File: src/rtl/mux_scan_pkg.sv
// Shared state encoding and default widths for the mux scan sequencer.
package mux_scan_pkg;

  localparam int unsigned DEF_N_CH    = 4;
  localparam int unsigned DEF_SEL_W   = 2;
  localparam int unsigned DEF_DWELL_W = 4;

  typedef enum logic [1:0] {
    ST_IDLE   = 2'd0,
    ST_SETTLE = 2'd1,
    ST_DONE   = 2'd2
  } state_e;

endpackage

File: src/rtl/mux_scan_dwell_cnt.sv
// Loadable down-counter with zero flag; holds at zero until reloaded.
module mux_scan_dwell_cnt #(
  parameter int unsigned W = 4
) (
  input  logic         clk_i,
  input  logic         rst_i,
  input  logic         load_i,
  input  logic [W-1:0] val_i,
  input  logic         dec_i,
  output logic         zero_o
);

  logic [W-1:0] cnt_q;

  always_ff @(posedge clk_i or posedge rst_i) begin
    if (rst_i) begin
      cnt_q <= '0;
    end else if (load_i) begin
      cnt_q <= val_i;
    end else if (dec_i && (cnt_q != '0)) begin
      cnt_q <= cnt_q - 1'b1;
    end
  end

  assign zero_o = (cnt_q == '0);

endmodule

File: src/rtl/mux_scan_ctrl.sv
// Mux scan sequencer: steps the mux select, settles, samples y_in and publishes a snapshot.
// Optional MUX_SCAN_CONT_EN adds cont_in for back-to-back scans.
module mux_scan_ctrl
  import mux_scan_pkg::*;
#(
  parameter int unsigned N_CH    = DEF_N_CH,
  parameter int unsigned SEL_W   = DEF_SEL_W,
  parameter int unsigned DWELL_W = DEF_DWELL_W
) (
  input  logic               clk_in,
  input  logic               rst_in,
  input  logic               start_in,
  input  logic [DWELL_W-1:0] dwell_in,
  input  logic               y_in,
`ifdef MUX_SCAN_CONT_EN
  input  logic               cont_in,
`endif
  output logic [SEL_W-1:0]   sel_out,
  output logic               busy_out,
  output logic               done_out,
  output logic [N_CH-1:0]    sample_out
);

  state_e               state_q;
  logic [SEL_W-1:0]     sel_q;
  logic                 busy_q;
  logic                 done_q;
  logic [N_CH-1:0]      sample_q;
  logic [N_CH-1:0]      shadow_q;
  logic [N_CH-1:0]      shadow_d;
  logic [DWELL_W-1:0]   dwell_q;
  logic                 cnt_zero;
  logic                 cnt_load;
  logic                 cnt_dec;
  logic [DWELL_W-1:0]   cnt_val;
  logic                 last_ch;
  logic                 cont_go;

`ifdef MUX_SCAN_CONT_EN
  assign cont_go = cont_in;
`else
  assign cont_go = 1'b0;
`endif

  assign last_ch = (sel_q == SEL_W'(N_CH - 1));

  always_comb begin
    shadow_d        = shadow_q;
    shadow_d[sel_q] = y_in;
  end

  // Counter loads the live dwell only when leaving IDLE; every later reload uses the latched copy.
  assign cnt_load = ((state_q == ST_IDLE) && start_in)
                 || ((state_q == ST_SETTLE) && cnt_zero && !last_ch)
                 || ((state_q == ST_DONE) && cont_go);
  assign cnt_val  = (state_q == ST_IDLE) ? dwell_in : dwell_q;
  assign cnt_dec  = (state_q == ST_SETTLE) && !cnt_zero;

  mux_scan_dwell_cnt #(.W(DWELL_W)) u_dwell_cnt (
    .clk_i  (clk_in),
    .rst_i  (rst_in),
    .load_i (cnt_load),
    .val_i  (cnt_val),
    .dec_i  (cnt_dec),
    .zero_o (cnt_zero)
  );

  always_ff @(posedge clk_in or posedge rst_in) begin
    if (rst_in) begin
      state_q  <= ST_IDLE;
      sel_q    <= '0;
      busy_q   <= 1'b0;
      done_q   <= 1'b0;
      sample_q <= '0;
      shadow_q <= '0;
      dwell_q  <= '0;
    end else begin
      done_q <= 1'b0;
      case (state_q)
        ST_IDLE: begin
          if (start_in) begin
            state_q <= ST_SETTLE;
            sel_q   <= '0;
            dwell_q <= dwell_in;
            busy_q  <= 1'b1;
          end
        end
        ST_SETTLE: begin
          if (cnt_zero) begin
            shadow_q <= shadow_d;
            if (last_ch) begin
              state_q  <= ST_DONE;
              sample_q <= shadow_d;
              done_q   <= 1'b1;
            end else begin
              sel_q <= sel_q + 1'b1;
            end
          end
        end
        ST_DONE: begin
          sel_q <= '0;
          if (cont_go) begin
            state_q <= ST_SETTLE;
          end else begin
            state_q <= ST_IDLE;
            busy_q  <= 1'b0;
          end
        end
        default: begin
          state_q <= ST_IDLE;
        end
      endcase
    end
  end

  assign sel_out    = sel_q;
  assign busy_out   = busy_q;
  assign done_out   = done_q;
  assign sample_out = sample_q;

endmodule

File: config.mk
export PLATFORM = sky130hd
export DESIGN_NAME = mux_scan_ctrl
export DESIGN_NICKNAME = d
export VERILOG_FILES = /design/src/rtl/mux_scan_pkg.sv /design/src/rtl/mux_scan_dwell_cnt.sv /design/src/rtl/mux_scan_ctrl.sv
export SDC_FILE = /design/constraint.sdc
export NUM_CORES = 1
export LEC_CHECK = 0
export BUFFER_PORTS_ARGS = -buffer_cell sky130_fd_sc_hd__buf_2
export CORE_MARGIN = 2
export CORE_UTILIZATION = 40
export DETAILED_ROUTE_END_ITERATION = 7
export PLACE_DENSITY_LB_ADDON = 0.12
export SYNTH_ARGS = -nofsm -noshare
export SYNTH_HDL_FRONTEND = slang
export SYNTH_SLANG_ARGS = --single-unit
export TNS_END_PERCENT = 5
File: constraint.sdc
create_clock -name clk_in -period 4.6 [get_ports clk_in]
set_clock_uncertainty 0.05 [all_clocks]
set_input_delay 0.92 -clock clk_in [delete_from_list [all_inputs] [get_ports clk_in]]
set_output_delay 0.92 -clock clk_in [all_outputs]
set_load 0.02 [all_outputs]
==> run_results.csv, run 1 <==
group,metric,value,unit
logic_synthesis,yosysWarnings,0,
timing,max-slew-margin-rel,0.4579,
logic_synthesis,synth_seq_area_share,0.4757,
drt,drc,0,
critical_path,critPathArrivalTime,2.29,ns
clock_network,cts_tree,"yes",
timing,fmax,466.0,MHz
clock_network,cts.sinks,21,
critical_path,crit_type,"reg2reg",
timing,finalSetupViolations,0,
logic_synthesis,yosysTopAreaCellShare,0.4757,
drt,first_pass_iters,3,
drt,vias,777,
power,power_density,652.8,nW/um2
floorplanning,start_util,0.4113,
drt,ant_nets,0,
clock_network,cts_hold_buf,0,
logic_synthesis,avgSynthCellArea,10.94,um2
global_routing,grt_pass1_vias,747,
cells_and_area,drive_gt1_frac,0.2906,
min_path,min_from,"sample_out[3]$_DFFE_PP0P_",
logic_synthesis,yosysTopAreaCell,"dfrtp_1",
logic_synthesis,synth_edf_count,0,
timing,rsz0062_at_grt,"false",
timing,min_period_over_period,0.4665,
global_routing,grt_pass1_wl,3174,um
logic_synthesis,yosysUniqueCellTypes,29,
clock_network,htreeDepth,1,
critical_path,r2r-end,"sample_out[3]$_DFFE_PP0P_",
timing,tightest_slew,0.8122,ns
global_routing,grt_usage,0.1290,
clock_network,clk_pin_slew,0.12,ns
floorplanning,io_pins,16,
min_path,hold_path_class,"reg2reg",
cells_and_area,area_delta_synth_final,11.21,%
job,cap_violations,0,
placed_design,placed_cells,144,
logic_synthesis,ys.flop_type,"dfrtp_1",
logic_synthesis,syn_inst,101,
clock_network,post_cts_buffers,0,
timing,fin_tns_setup,0,ns
cells_and_area,final_cell_count_no_fill,148,
cells_and_area,layout_commonest_cell,"dfrtp_1",
logic_synthesis,synth_seq_cells,21,
drt,via_per_inst,5.250,
power,worst_ir_drop_vdd,0.2990,mV
global_routing,grt.overflow.total,0,
critical_path,startpoint_type,"flip-flop",
cells_and_area,num_antenna_cells,0,
clock_network,cts_resized,0,
clock_network,clk_latency,0.30,ns
cells_and_area,fillCellCount,262,
clock_network,clockRootBuffer,"clkbuf_4",
critical_path,r2r_cells,6,
placed_design,io_buffers,15,
logic_synthesis,async_flop_share,1.000,
critical_path,reg2reg_from,"u_dwell_cnt.cnt_q[0]$_DFFE_PP0P_",
timing,min_period,2.146,ns
cells_and_area,mostFrequentLayoutCells,"dfrtp_1, buf_2, a21oi_1, mux2_2, nand2_1",
clock_network,cts_buffer_depth,2,
power,power.leakage,0.5538,nW
drt,wl,1935,um
timing,finalHoldViolations,0,
critical_path,crit_path_end_kind,"flip-flop",
timing,drv_slew,0,
min_path,holdPathEnd,"sample_out[3]$_DFFE_PP0P_",
critical_path,cp_max_fo,8,
cells_and_area,finalNetCount,131,
floorplanning,die_w,56.56,um
floorplanning,die_y,56.56,um
status,status,"finished clean",
drt,wl_per_cell,13.07,um
placed_design,globalplace.congestion,0.7133,
logic_synthesis,synth_area_leaders,"dfrtp_1, mux2_2, ha_1, a21oi_1, mux2i_1",
critical_path,reg2reg_setup_slack,2.45,ns
global_routing,antenna_found_initial,0,
clock_network,cts_buffers,3,
floorplanning,design.die.area,3198,um2
floorplanning,rows,19,
critical_path,crit_required,4.75,ns
logic_synthesis,synth_nets,114,
drt,drt_iter0_drc,5,
floorplanning,core_area,2686,um2
global_routing,grt_max_degree,22,
placed_design,place_hpwl,1465,um
min_path,min_path_cells,1,
logic_synthesis,netlist_area,1105,um2
-- synth_stat cells, drive strengths merged, types with 2 or more instances --
| master | n |
|---|---|
| nor2 | 4 |
| nand2 | 7 |
| dfrtp | 21 |
| ha | 5 |
| or2 | 2 |
| mux2i | 4 |
| nor3b | 3 |
| a211oi | 4 |
| a21oi | 10 |
| mux2 | 9 |
| and2 | 2 |
| nor3 | 4 |
| inv | 6 |
| nor2b | 6 |
| o21ai | 3 |
| buf | 3 |
-- area by class of cell --
type,instances,area (um2),share of cell area
clock buffers,3,22.52,0.01833
clock inverters,1,5.005,0.004073
inverters,6,22.52,0.01833
multi-input cells,71,539.3,0.4389
flip-flops and latches,21,525.5,0.4277
well taps,31,38.79,0.03157
repair buffers,15,75.07,0.06110
-- worst max path at each step --
stage,end,startpoint,cells past startpoint,slack (ns)
4_1_cts,sample_out[3]$_DFFE_PP0P_,u_dwell_cnt.cnt_q[0]$_DFFE_PP0P_,6,2.44
2_1_floorplan,sample_out[3]$_DFFE_PP0P_,u_dwell_cnt.cnt_q[0]$_DFFE_PP0P_,7,2.68
6_report,sample_out[3]$_DFFE_PP0P_,u_dwell_cnt.cnt_q[0]$_DFFE_PP0P_,6,2.45
5_1_grt,sample_out[3]$_DFFE_PP0P_,u_dwell_cnt.cnt_q[0]$_DFFE_PP0P_,6,2.32
3_3_place_gp,sample_out[3]$_DFFE_PP0P_,u_dwell_cnt.cnt_q[0]$_DFFE_PP0P_,6,2.49
3_5_place_dp,sample_out[3]$_DFFE_PP0P_,u_dwell_cnt.cnt_q[0]$_DFFE_PP0P_,6,2.46
-- kinds of logic after synthesis --
family,Yosys count,share of synthesized area
AO/OA/AOI/OAI,23,0.1336
AND/OR/NAND/NOR,29,0.1619
flip-flops,21,0.4756
buffers and inverters,9,0.03624
multiplexers,13,0.1280
XOR/XNOR,1,0.007929
adder cells (fa/ha/maj),5,0.05663
-- sequential cells by signal (all words and copies together), names as in the netlist --
signal	count
sel_out	2
state_q	2
u_dwell_cnt.cnt_q	4
shadow_q	3
busy_out	1
done_out	1
dwell_q	4
sample_out	4
-- metrics by stage --
| stage | instance area, um2 | utilization | total power [mW] | hold WS, ns | setup slack, ns |
|---|---|---|---|---|---|
| after floorplan | 1105 | - | 0.6271 | 0.4211 | 2.685 |
| after global routing | 1229 | 0.4574 | 0.8730 | 0.4684 | 2.323 |
| after detailed placement | 1201 | 0.4471 | 0.7212 | 0.4195 | 2.461 |
| after global placement | 1201 | 0.4471 | 0.7168 | 0.4161 | 2.494 |
| after CTS | 1229 | 0.4574 | 0.8145 | 0.4498 | 2.441 |
| final | 1229 | 0.4574 | 0.8021 | 0.4446 | 2.454 |
-- critical path, stage by stage (launching register included) --
cell and delay, ns:
dfrtp_1 0.42, inv_1 0.08, ha_1 0.18, nor3b_4 0.31, nor3b_4 0.38, and2_1 0.27
mux2_1 0.34
-- layer usage --
metal,global-route usage,vias to the layer above,share of wire
li1,-,387,-
met1,0.1462,380,0.45
met2,0.2276,8,0.52
met3,0.02074,2,0.027
met4,0.07143,0,0.0093
met5,0,-,0
-- power by group --
part / internal (mW) / total [mW] / leakage (nW) / switching (mW)
clock: 0.0324 / 0.0908 / 0.0177 / 0.0584
sequential: 0.266 / 0.324 / 0.244 / 0.0574
combinational: 0.184 / 0.388 / 0.292 / 0.204
(Power assumes the default switching activity.)
==> inputs of run 2 (changes only) <==
==> constraint.sdc (replaced) <==
create_clock -name clk_in -period 1.86 [get_ports clk_in]
set_clock_uncertainty 0.05 [all_clocks]
set_input_delay 0.372 -clock clk_in [delete_from_list [all_inputs] [get_ports clk_in]]
set_output_delay 0.372 -clock clk_in [all_outputs]
set_load 0.02 [all_outputs]
==> run_results.csv, run 2 (synthesis gave the netlist of run 1 again) <==
group,metric,value,unit
cells_and_area,area_delta_synth_final,19.93,%
drt,drt_iter0_drc,18,
critical_path,startpoint_type,"flip-flop",
global_routing,grt_usage,0.1533,
cells_and_area,num_antenna_cells,0,
critical_path,cp_max_fo,6,
floorplanning,die_y,56.56,um
critical_path,reg2reg_from,"u_dwell_cnt.cnt_q[0]$_DFFE_PP0P_",
clock_network,cts_tree,"yes",
floorplanning,rows,19,
cells_and_area,final_core_util,0.4932,
critical_path,crit_path_end_kind,"flip-flop",
status,status,"finished clean",
cells_and_area,layout_commonest_cell,"dfrtp_1",
power,clockPowerShare,0.109,
critical_path,crit_required,2.01,ns
floorplanning,start_util,0.4113,
drt,via_per_inst,5.082,
placed_design,place_area,1267,um2
clock_network,clk_latency,0.31,ns
drt,vias,803,
cells_and_area,final_cell_count_no_fill,158,
floorplanning,design.die.area,3198,um2
timing,drv_slew,0,
drt,drc,0,
cells_and_area,finalNetCount,141,
global_routing,grt_pass1_wl,3705,um
floorplanning,io_pins,16,
timing,finalHoldViolations,0,
placed_design,io_buffers,15,
power,p_switching,822.2,uW
timing,max-slew-margin-rel,0.6322,
critical_path,max_stage_delay,0.44,ns
cells_and_area,drive_gt1_frac,0.3701,
placed_design,placed_cells,152,
timing,rsz0062_at_grt,"true",
critical_path,critPathArrivalTime,1.92,ns
power,worst_ir_drop_vdd,0.8551,mV
cells_and_area,final_area,1325,um2
power,finalPower,2.103,mW
critical_path,path_cells,"inv_1 -> ha_2 -> nor3b_4 -> a22oi_1 -> a21oi_1 -> a221o_1",
global_routing,grt_pass1_vias,832,
critical_path,slowest_stage,"a22oi_1",
floorplanning,die_w,56.56,um
timing,hold-worst-slack,0.02006,ns
drt,ant_nets,0,
global_routing,grt_max_degree,22,
clock_network,clockRootBuffer,"clkbuf_4",
timing,min_period_over_period,0.9493,
placed_design,globalplace.congestion,0.8102,
floorplanning,core_area,2686,um2
timing,fmax,566.4,MHz
power,p_seq_frac,0.383,
drt,wl,2088,um
timing,min_period,1.766,ns
cells_and_area,mostFrequentLayoutCells,"dfrtp_1, buf_2, a21oi_1, buf_4, mux2_2",
clock_network,cts_buffer_depth,2,
power,power_density,1587,nW/um2
drt,first_pass_iters,4,
min_path,hold_path_class,"in2async",
placed_design,place_hpwl,1486,um
clock_network,cts_buffers,3,
timing,tightest_slew,0.5517,ns
power,p_sw_frac,0.3909,
clock_network,clk_pin_slew,0.12,ns
clock_network,cts.sinks,21,
power,comb_power_share,0.508,
critical_path,crit_type,"reg2reg",
critical_path,crit_start,"u_dwell_cnt.cnt_q[0]$_DFFE_PP0P_",
global_routing,antenna_found_initial,0,
job,cap_violations,0,
clock_network,htreeDepth,1,
timing,finalSetupViolations,0,
power,p_int,1.281,mW
critical_path,crit_family,"compound AO/OA/AOI/OAI gates",
power,power.leakage,0.6086,nW
global_routing,grt.overflow.total,0,
critical_path,path_buf_inv,1,
drt,wl_per_cell,13.22,um
==> run 2: worst register-to-register path: stages (launching register included) <==
cell and delay [ns]:
dfrtp_1 0.40, inv_1 0.06, ha_2 0.17, nor3b_4 0.15
a22oi_1 0.44, a21oi_1 0.11, a221o_1 0.28
==> run 2: per-stage QoR <==
step | worst slack [ns] | TNS, ns
floorplan | -0.03998 | -0.03998
global placement | 0.07722 | 0
detailed placement | 0.02938 | 0
CTS | 0.06069 | 0
global route | -0.03971 | -0.1769
finish | 0.09439 | 0
==> run 2: layout make-up <==
type                    count  area (um2)
fillers                   271        1361
clock buffers               4       26.28
inverters                   6       22.52
well taps                  31       38.79
flip-flops and latches     21       525.5
multi-input cells          71       561.8
repair buffers             25       150.1
==> run 2: power groups by stage <==
stage / Clock, mW / Sequential [mW] / Combinational [mW]
finish: 0.228 / 0.806 / 1.07
global route: 0.261 / 0.840 / 1.21
CTS: 0.235 / 0.809 / 1.06
detailed placement: 0 / 0.818 / 1.04
global placement: 0 / 0.813 / 1.02
floorplan: 0 / 0.869 / 0.696
==> run 2: path summary, 6_finish.rpt <==
| check | cells past startpoint | end | slack (ns) |
|---|---|---|---|
| worst min-delay path | 3 | u_dwell_cnt.cnt_q[3]$_DFFE_PP0P_ | 0.02 |
| worst max register to register | 6 | u_dwell_cnt.cnt_q[2]$_DFFE_PP0P_ | 0.09 |
| worst min register to register | 1 | shadow_q[1]$_DFFE_PP0P_ | 0.47 |
| worst max-delay path | 6 | u_dwell_cnt.cnt_q[2]$_DFFE_PP0P_ | 0.09 |
| min in group clk_in | 2 | dwell_q[1]$_DFFE_PP0P_ | 0.25 |
| max in group asynchronous | 3 | dwell_q[3]$_DFFE_PP0P_ | 1.52 |
==> run 2: metal layers <==
| layer | up-vias | track usage | routed length (um) |
|---|---|---|---|
| met5 | - | 0 | 0 |
| met4 | 0 | 0.08163 | 47 |
| met3 | 5 | 0.02074 | 44 |
| met2 | 13 | 0.2708 | 1067 |
| met1 | 376 | 0.1774 | 929 |
| li1 | 409 | - | - |
==> run 2: what timing repair did <==
item / in CTS / in global routing
pin swaps: 0 / 0
gates resized for setup: 0 / 3
endpoints found under the setup margin: 2 / 10
setup buffers: 2 / 0
hold buffers: 0 / 0
hold endpoints to repair: 0 / 0
